--- config.mk ---
export PLATFORM = sky130hd
export DESIGN_NAME = mem_access_unit
export DESIGN_NICKNAME = d
export VERILOG_FILES = /design/src/rtl/mem_access_unit.sv
export SDC_FILE = /design/constraint.sdc
export NUM_CORES = 1
export LEC_CHECK = 0
export CAP_MARGIN = 20
export CORE_MARGIN = 4
export CORE_UTILIZATION = 30
export DETAILED_ROUTE_END_ITERATION = 12
export PLACE_DENSITY = 0.65
export SLEW_MARGIN = 20
export SYNTH_ARGS = -nofsm -noshare
export SYNTH_HDL_FRONTEND = slang
export SYNTH_SLANG_ARGS = --single-unit
--- constraint.sdc ---
create_clock -name clk -period 2.4 [get_ports clk]
set_input_delay 0.24 -clock clk [delete_from_list [all_inputs] [get_ports clk]]
set_output_delay 0.24 -clock clk [all_outputs]
set_load 0.005 [all_outputs]
--- src/rtl/mem_access_unit.sv ---
// Data-memory responder: turns MemRead/MemWrite requests into word accesses with byte lanes,
// holding stall until the access retires. Optional counters under `MEM_ACCESS_STATS_EN`.
module mem_access_unit #(
    parameter int MEM_LATENCY = 1,
    parameter int ADDR_W      = 32
) (
    input  logic              clk,
    input  logic              rst,
    input  logic              MemRead,
    input  logic              MemWrite,
    input  logic [2:0]        funct3,
    input  logic [ADDR_W-1:0] addr,
    input  logic [31:0]       wdata,
    output logic [31:0]       rdata,
    output logic              stall,
    output logic              done,
    output logic              misalign,
    output logic              mem_en,
    output logic [3:0]        mem_we,
    output logic [ADDR_W-3:0] mem_addr,
    output logic [31:0]       mem_wdata,
    input  logic [31:0]       mem_rdata
`ifdef MEM_ACCESS_STATS_EN
    ,
    output logic [31:0]       load_cnt,
    output logic [31:0]       store_cnt,
    output logic [31:0]       misalign_cnt
`endif
);

    typedef enum logic [1:0] {ST_IDLE, ST_ISSUE, ST_WAIT, ST_DONE} state_t;

    state_t            state_q, state_d;
    logic [ADDR_W-1:0] addr_q, addr_d;
    logic [2:0]        f3_q, f3_d;
    logic [31:0]       wdata_q, wdata_d;
    logic              store_q, store_d;
    logic [3:0]        cnt_q, cnt_d;
    logic [31:0]       rdata_q, rdata_d;
    logic              misalign_q, misalign_d;
    logic              req, req_misal;

    // Access size: 0 = byte, 1 = halfword, 2 = word (reserved encodings fall back to word).
    function automatic logic [1:0] size_of(input logic [2:0] f3);
        case (f3[1:0])
            2'b00:   return 2'd0;
            2'b01:   return 2'd1;
            default: return 2'd2;
        endcase
    endfunction

    function automatic logic is_misaligned(input logic [1:0] sz, input logic [1:0] off);
        case (sz)
            2'd0:    return 1'b0;
            2'd1:    return off[0];
            default: return off != 2'b00;
        endcase
    endfunction

    function automatic logic [31:0] load_extend(input logic [2:0] f3, input logic [1:0] off,
                                                input logic [31:0] w);
        logic [7:0]  b;
        logic [15:0] h;
        b = w[{off, 3'b000} +: 8];
        h = w[{off[1], 4'b0000} +: 16];
        case (size_of(f3))
            2'd0:    return f3[2] ? {24'd0, b} : {{24{b[7]}}, b};
            2'd1:    return f3[2] ? {16'd0, h} : {{16{h[15]}}, h};
            default: return w;
        endcase
    endfunction

    function automatic logic [3:0] store_be(input logic [2:0] f3, input logic [1:0] off);
        case (size_of(f3))
            2'd0:    return 4'b0001 << off;
            2'd1:    return 4'b0011 << off;
            default: return 4'b1111;
        endcase
    endfunction

    function automatic logic [31:0] store_data(input logic [2:0] f3, input logic [31:0] w);
        case (size_of(f3))
            2'd0:    return {4{w[7:0]}};
            2'd1:    return {2{w[15:0]}};
            default: return w;
        endcase
    endfunction

    always_comb begin
        state_d    = state_q;
        addr_d     = addr_q;
        f3_d       = f3_q;
        wdata_d    = wdata_q;
        store_d    = store_q;
        cnt_d      = cnt_q;
        rdata_d    = rdata_q;
        misalign_d = 1'b0;
        req        = MemRead | MemWrite;
        req_misal  = is_misaligned(size_of(funct3), addr[1:0]);

        case (state_q)
            ST_IDLE: begin
                if (req) begin
                    if (req_misal) begin
                        misalign_d = 1'b1;
                        rdata_d    = 32'd0;
                    end else begin
                        state_d = ST_ISSUE;
                        addr_d  = addr;
                        f3_d    = funct3;
                        wdata_d = wdata;
                        store_d = MemWrite;
                    end
                end
            end
            ST_ISSUE: begin
                if (store_q) begin
                    state_d = ST_DONE;
                    rdata_d = 32'd0;
                end else begin
                    state_d = ST_WAIT;
                    cnt_d   = 4'(MEM_LATENCY);
                end
            end
            ST_WAIT: begin
                // The read word is valid in the last wait cycle, when the counter shows 1.
                if (cnt_q == 4'd1) begin
                    state_d = ST_DONE;
                    cnt_d   = 4'd0;
                    rdata_d = load_extend(f3_q, addr_q[1:0], mem_rdata);
                end else begin
                    cnt_d = cnt_q - 4'd1;
                end
            end
            ST_DONE: begin
                state_d = ST_IDLE;
            end
            default: begin
                state_d = ST_IDLE;
            end
        endcase
    end

    always_ff @(posedge clk) begin
        if (rst) begin
            state_q    <= ST_IDLE;
            addr_q     <= '0;
            f3_q       <= 3'd0;
            wdata_q    <= 32'd0;
            store_q    <= 1'b0;
            cnt_q      <= 4'd0;
            rdata_q    <= 32'd0;
            misalign_q <= 1'b0;
        end else begin
            state_q    <= state_d;
            addr_q     <= addr_d;
            f3_q       <= f3_d;
            wdata_q    <= wdata_d;
            store_q    <= store_d;
            cnt_q      <= cnt_d;
            rdata_q    <= rdata_d;
            misalign_q <= misalign_d;
        end
    end

    assign stall     = ((state_q == ST_IDLE) && req && !req_misal)
                     || (state_q == ST_ISSUE) || (state_q == ST_WAIT);
    assign done      = (state_q == ST_DONE);
    assign rdata     = rdata_q;
    assign misalign  = misalign_q;
    assign mem_en    = (state_q == ST_ISSUE);
    assign mem_addr  = addr_q[ADDR_W-1:2];
    assign mem_we    = ((state_q == ST_ISSUE) && store_q) ? store_be(f3_q, addr_q[1:0]) : 4'b0000;
    assign mem_wdata = ((state_q == ST_ISSUE) && store_q) ? store_data(f3_q, wdata_q) : 32'd0;

`ifdef MEM_ACCESS_STATS_EN
    logic [31:0] load_cnt_q, store_cnt_q, misalign_cnt_q;

    function automatic logic [31:0] sat_inc(input logic [31:0] v);
        return (v == 32'hFFFF_FFFF) ? v : v + 32'd1;
    endfunction

    always_ff @(posedge clk) begin
        if (rst) begin
            load_cnt_q     <= 32'd0;
            store_cnt_q    <= 32'd0;
            misalign_cnt_q <= 32'd0;
        end else begin
            if (done && !store_q) load_cnt_q <= sat_inc(load_cnt_q);
            if (done && store_q)  store_cnt_q <= sat_inc(store_cnt_q);
            if (misalign_q)       misalign_cnt_q <= sat_inc(misalign_cnt_q);
        end
    end

    assign load_cnt     = load_cnt_q;
    assign store_cnt    = store_cnt_q;
    assign misalign_cnt = misalign_cnt_q;
`endif

endmodule

==> impl_metrics.json <==
{
  "status": "finished clean",
  "top_layer": "met4",
  "cpMaxStageDelayCell": "clkdlybuf4s50_1",
  "max_freq_ghz": 0.4331,
  "synth.most_common_cell": "nand2_1",
  "crit_chain": "inv_1, ha_1, inv_1, nor4_4, or3_4, clkdlybuf4s50_1",
  "post-route-min-period_ns": 2.309,
  "nNetsFinal": 954,
  "gp_congestion": 0.7862,
  "syn_avg_cell_area_um2": 7.942,
  "areaGrowthSynthToFinish_pct": 42.91,
  "critical_path_arrival_ns": 2.07,
  "cts_buffers": 9,
  "finalHoldViolations": 0,
  "cts_buffer_depth": 2,
  "async_reset_ff_share_pct": 0,
  "path_class": "reg -> out",
  "max-vdd-ir-drop_v": 0.0004150,
  "antenna_cells": 0,
  "cts_sinks": 107,
  "wire_per_inst_um": 16.06,
  "synth_top_area_share_pct": 39.03,
  "p_per_area_nw_per_um2": 743.1,
  "max_slew_margin_pct": 63.81,
  "clockPowerShare_pct": 24.5,
  "cp_common_cell": "inv_1",
  "pwr-share-seq_pct": 37.8,
  "crit_buf_inv": 3,
  "critPathLaunch": "state_q[1]",
  "grt_max_degree": 49,
  "switchingPower_w": 0.002088,
  "wl_met1_um": 7970,
  "ys_ff_latch": 107,
  "die_area_um2": 20520,
  "cts_tree": "yes",
  "cp_max_fo": 6,
  "drive_gt1_share_pct": 6.604,
  "num_rows": 49,
  "met2_length_um": 7922,
  "pre_cts_ws_ns": 0.1928,
  "timing.final.ws_setup_ns": 0.09121,
  "cpLargestDelayFamily": "buffers and inverters",
  "synthTopCellsByCount": "157 x nand2_1, 107 x dfxtp_1, 96 x a21oi_1, 36 x nor2_1, 33 x buf_4",
  "root_buffer": "clkbuf_16",
  "final_util_pct": 43.66,
  "drt_iter0_markers": 279,
  "endpoint_kind": "output port",
  "seq_area_frac_synth_pct": 39.03,
  "p_leak_nw": 2.786,
  "intPower_w": 0.003739,
  "n_fill_cell": 1813,
  "maxSlewViolCount": 0,
  "skew_ns": 0.007914,
  "combinationalPowerShare_pct": 37.7,
  "rsz0062_at_grt": "yes",
  "chipHeight_um": 143.3,
  "synthesis.nets": 801,
  "routed-via-count": 5266,
  "multiInputGateArea_um2": 2865,
  "worst_r2r_startpoint": "state_q[0]",
  "die_x_um": 143.3,
  "place_hpwl_um": 12310,
  "clkTransAtPathRegs_ns": 0.08,
  "vias_per_cell": 4.890,
  "yosysUniqueCellTypes": 56,
  "yosysTopAreaCell": "dfxtp_1",
  "fin_area_um2": 7843,
  "drc": 0,
  "coreArea_um2": 17960,
  "antenna_found_initial": 0,
  "io_buffer_count": 204,
  "drv_cap": 0,
  "antenna_left": 0,
  "drt_pass1_iterations": 5,
  "io_pins": 205,
  "critPathRequiredTime_ns": 2.16,
  "synthFlopType": "dfxtp_1",
  "fin_crit_sh_pct": 96.20,
  "grt_pass1_vias": 4957,
  "htree_num_levels": 3,
  "min_path_type": "in -> reg",
  "yosysWarnings": 0,
  "worstMarginPinSlew_ns": 0.5428,
  "synth.top_cells.by_area": "dfxtp_1 39%, nand2_1 11%, a21oi_1 8.8%",
  "seq_area_um2": 2146,
  "hold_path.startpoint": "rst",
  "grt-ovfl-total": 0,
  "gr-usage-all-layers_pct": 16.36,
  "swShare_pct": 35.83,
  "setup_viol": 0,
  "worstSetupStartpointType": "flop",
  "synth_edf_count": 0,
  "crit_path_max_incr_delay_ns": 0.51,
  "netlist_area_um2": 5488,
  "dr_wl_met3_um": 1229,
  "start_util_pct": 30.55,
  "dpl_cell_area_um2": 7531,
  "holdBufCountCts": 0,
  "wirelength_um": 17290,
  "insertion_delay_ns": 0.35,
  "grt_pass1_wl_um": 26700,
  "synthCells": 691
}
[cells in the final DEF, fill, tap and decap left out, types with 2 or more instances in the layout]
cell type        count
a21o_1               7
nor2b_1             25
and3_1               9
a211oi_1             9
clkinv_4             3
o21ai_1              2
inv_1                8
clkbuf_16            9
nand3_1              2
a21oi_1             95
nand2b_1             4
o21ai_0             12
dfxtp_2              3
nor4bb_1             7
nor2_1              36
or3_1                3
buf_4               20
nor3b_1              8
dfxtp_1            104
o31ai_1              3
a22o_1               8
clkdlybuf4s50_1    203
a31oi_1              2
o211ai_1             7
mux2i_1             19
ha_1                 6
nand2_1            157
and4b_1              7
o2bb2ai_1           24
a221oi_1             7
buf_12               2
[power groups by stage]
| stage | clock (W) | combinational [W] | sequential, W |
|---|---|---|---|
| floorplan | 0 | 0.00149 | 0.00217 |
| global placement | 0 | 0.00218 | 0.00223 |
| detailed placement | 0 | 0.00219 | 0.00224 |
| CTS | 0.00148 | 0.00220 | 0.00220 |
| global route | 0.00155 | 0.00244 | 0.00224 |
| finish | 0.00143 | 0.00220 | 0.00220 |
[registers in the layout, indices dropped and copies added, names as in the netlist]
register,flops
addr_q,32
cnt_q,4
f3_q,3
misalign,1
rdata,32
state_q,2
store_q,1
wdata_q,32
[per-stage QoR]
step | setup TNS [ns] | hold slack [ns] | cells | power [W]
after floorplan | 0 | 0.3297 | 691 | 0.003656
after global placement | 0 | 0.4408 | 1062 | 0.004412
after detailed placement | 0 | 0.4458 | 1062 | 0.004431
after CTS | 0 | 0.2383 | 1077 | 0.005887
after global routing | -0.03922 | 0.2418 | 1077 | 0.006225
final | 0 | 0.2584 | 1077 | 0.005827
[worst paths after layout]
path                                    end  slack, ns  cells past startpoint
worst max register to register     rdata[6]       0.40                      7
worst min register to register  wdata_q[23]       0.46                      2
worst max-delay path                  stall       0.09                      6
worst min-delay path              addr_q[1]       0.26                      2
[what timing repair did]
action                                  CTS  global route
endpoints found under the setup margin   28            29
gates resized for setup                   5             5
setup buffers                             0             0
[final cells by class]
cell class	count	share of cell area (%)
inverter	8	0.3829
sequential	107	27.36
clock inverter	6	0.6541
timing repair buffer	227	28.54
tap	229	3.653
clock buffer	9	2.872
multi-input combinational	491	36.53
[routing by layer]
metal	global-route usage (%)	vias to the layer above
li1	-	2672
met1	21.90	2430
met2	26.04	153
met3	5.224	11
met4	3.469	0
met5	0	-
[logic make-up after synthesis]
family                   after synthesis  synth area share [%]
XOR/XNOR                               1                0.1596
multiplexers                          19                 3.466
AO/OA/AOI/OAI                        187                 21.80
flip-flops                           107                 39.03
buffers and inverters                 93                 9.576
adder cells (fa/ha/maj)                7                 1.596
AND/OR/NAND/NOR                      277                 24.37
No activity file was read; power rests on OpenSTA's default activity.
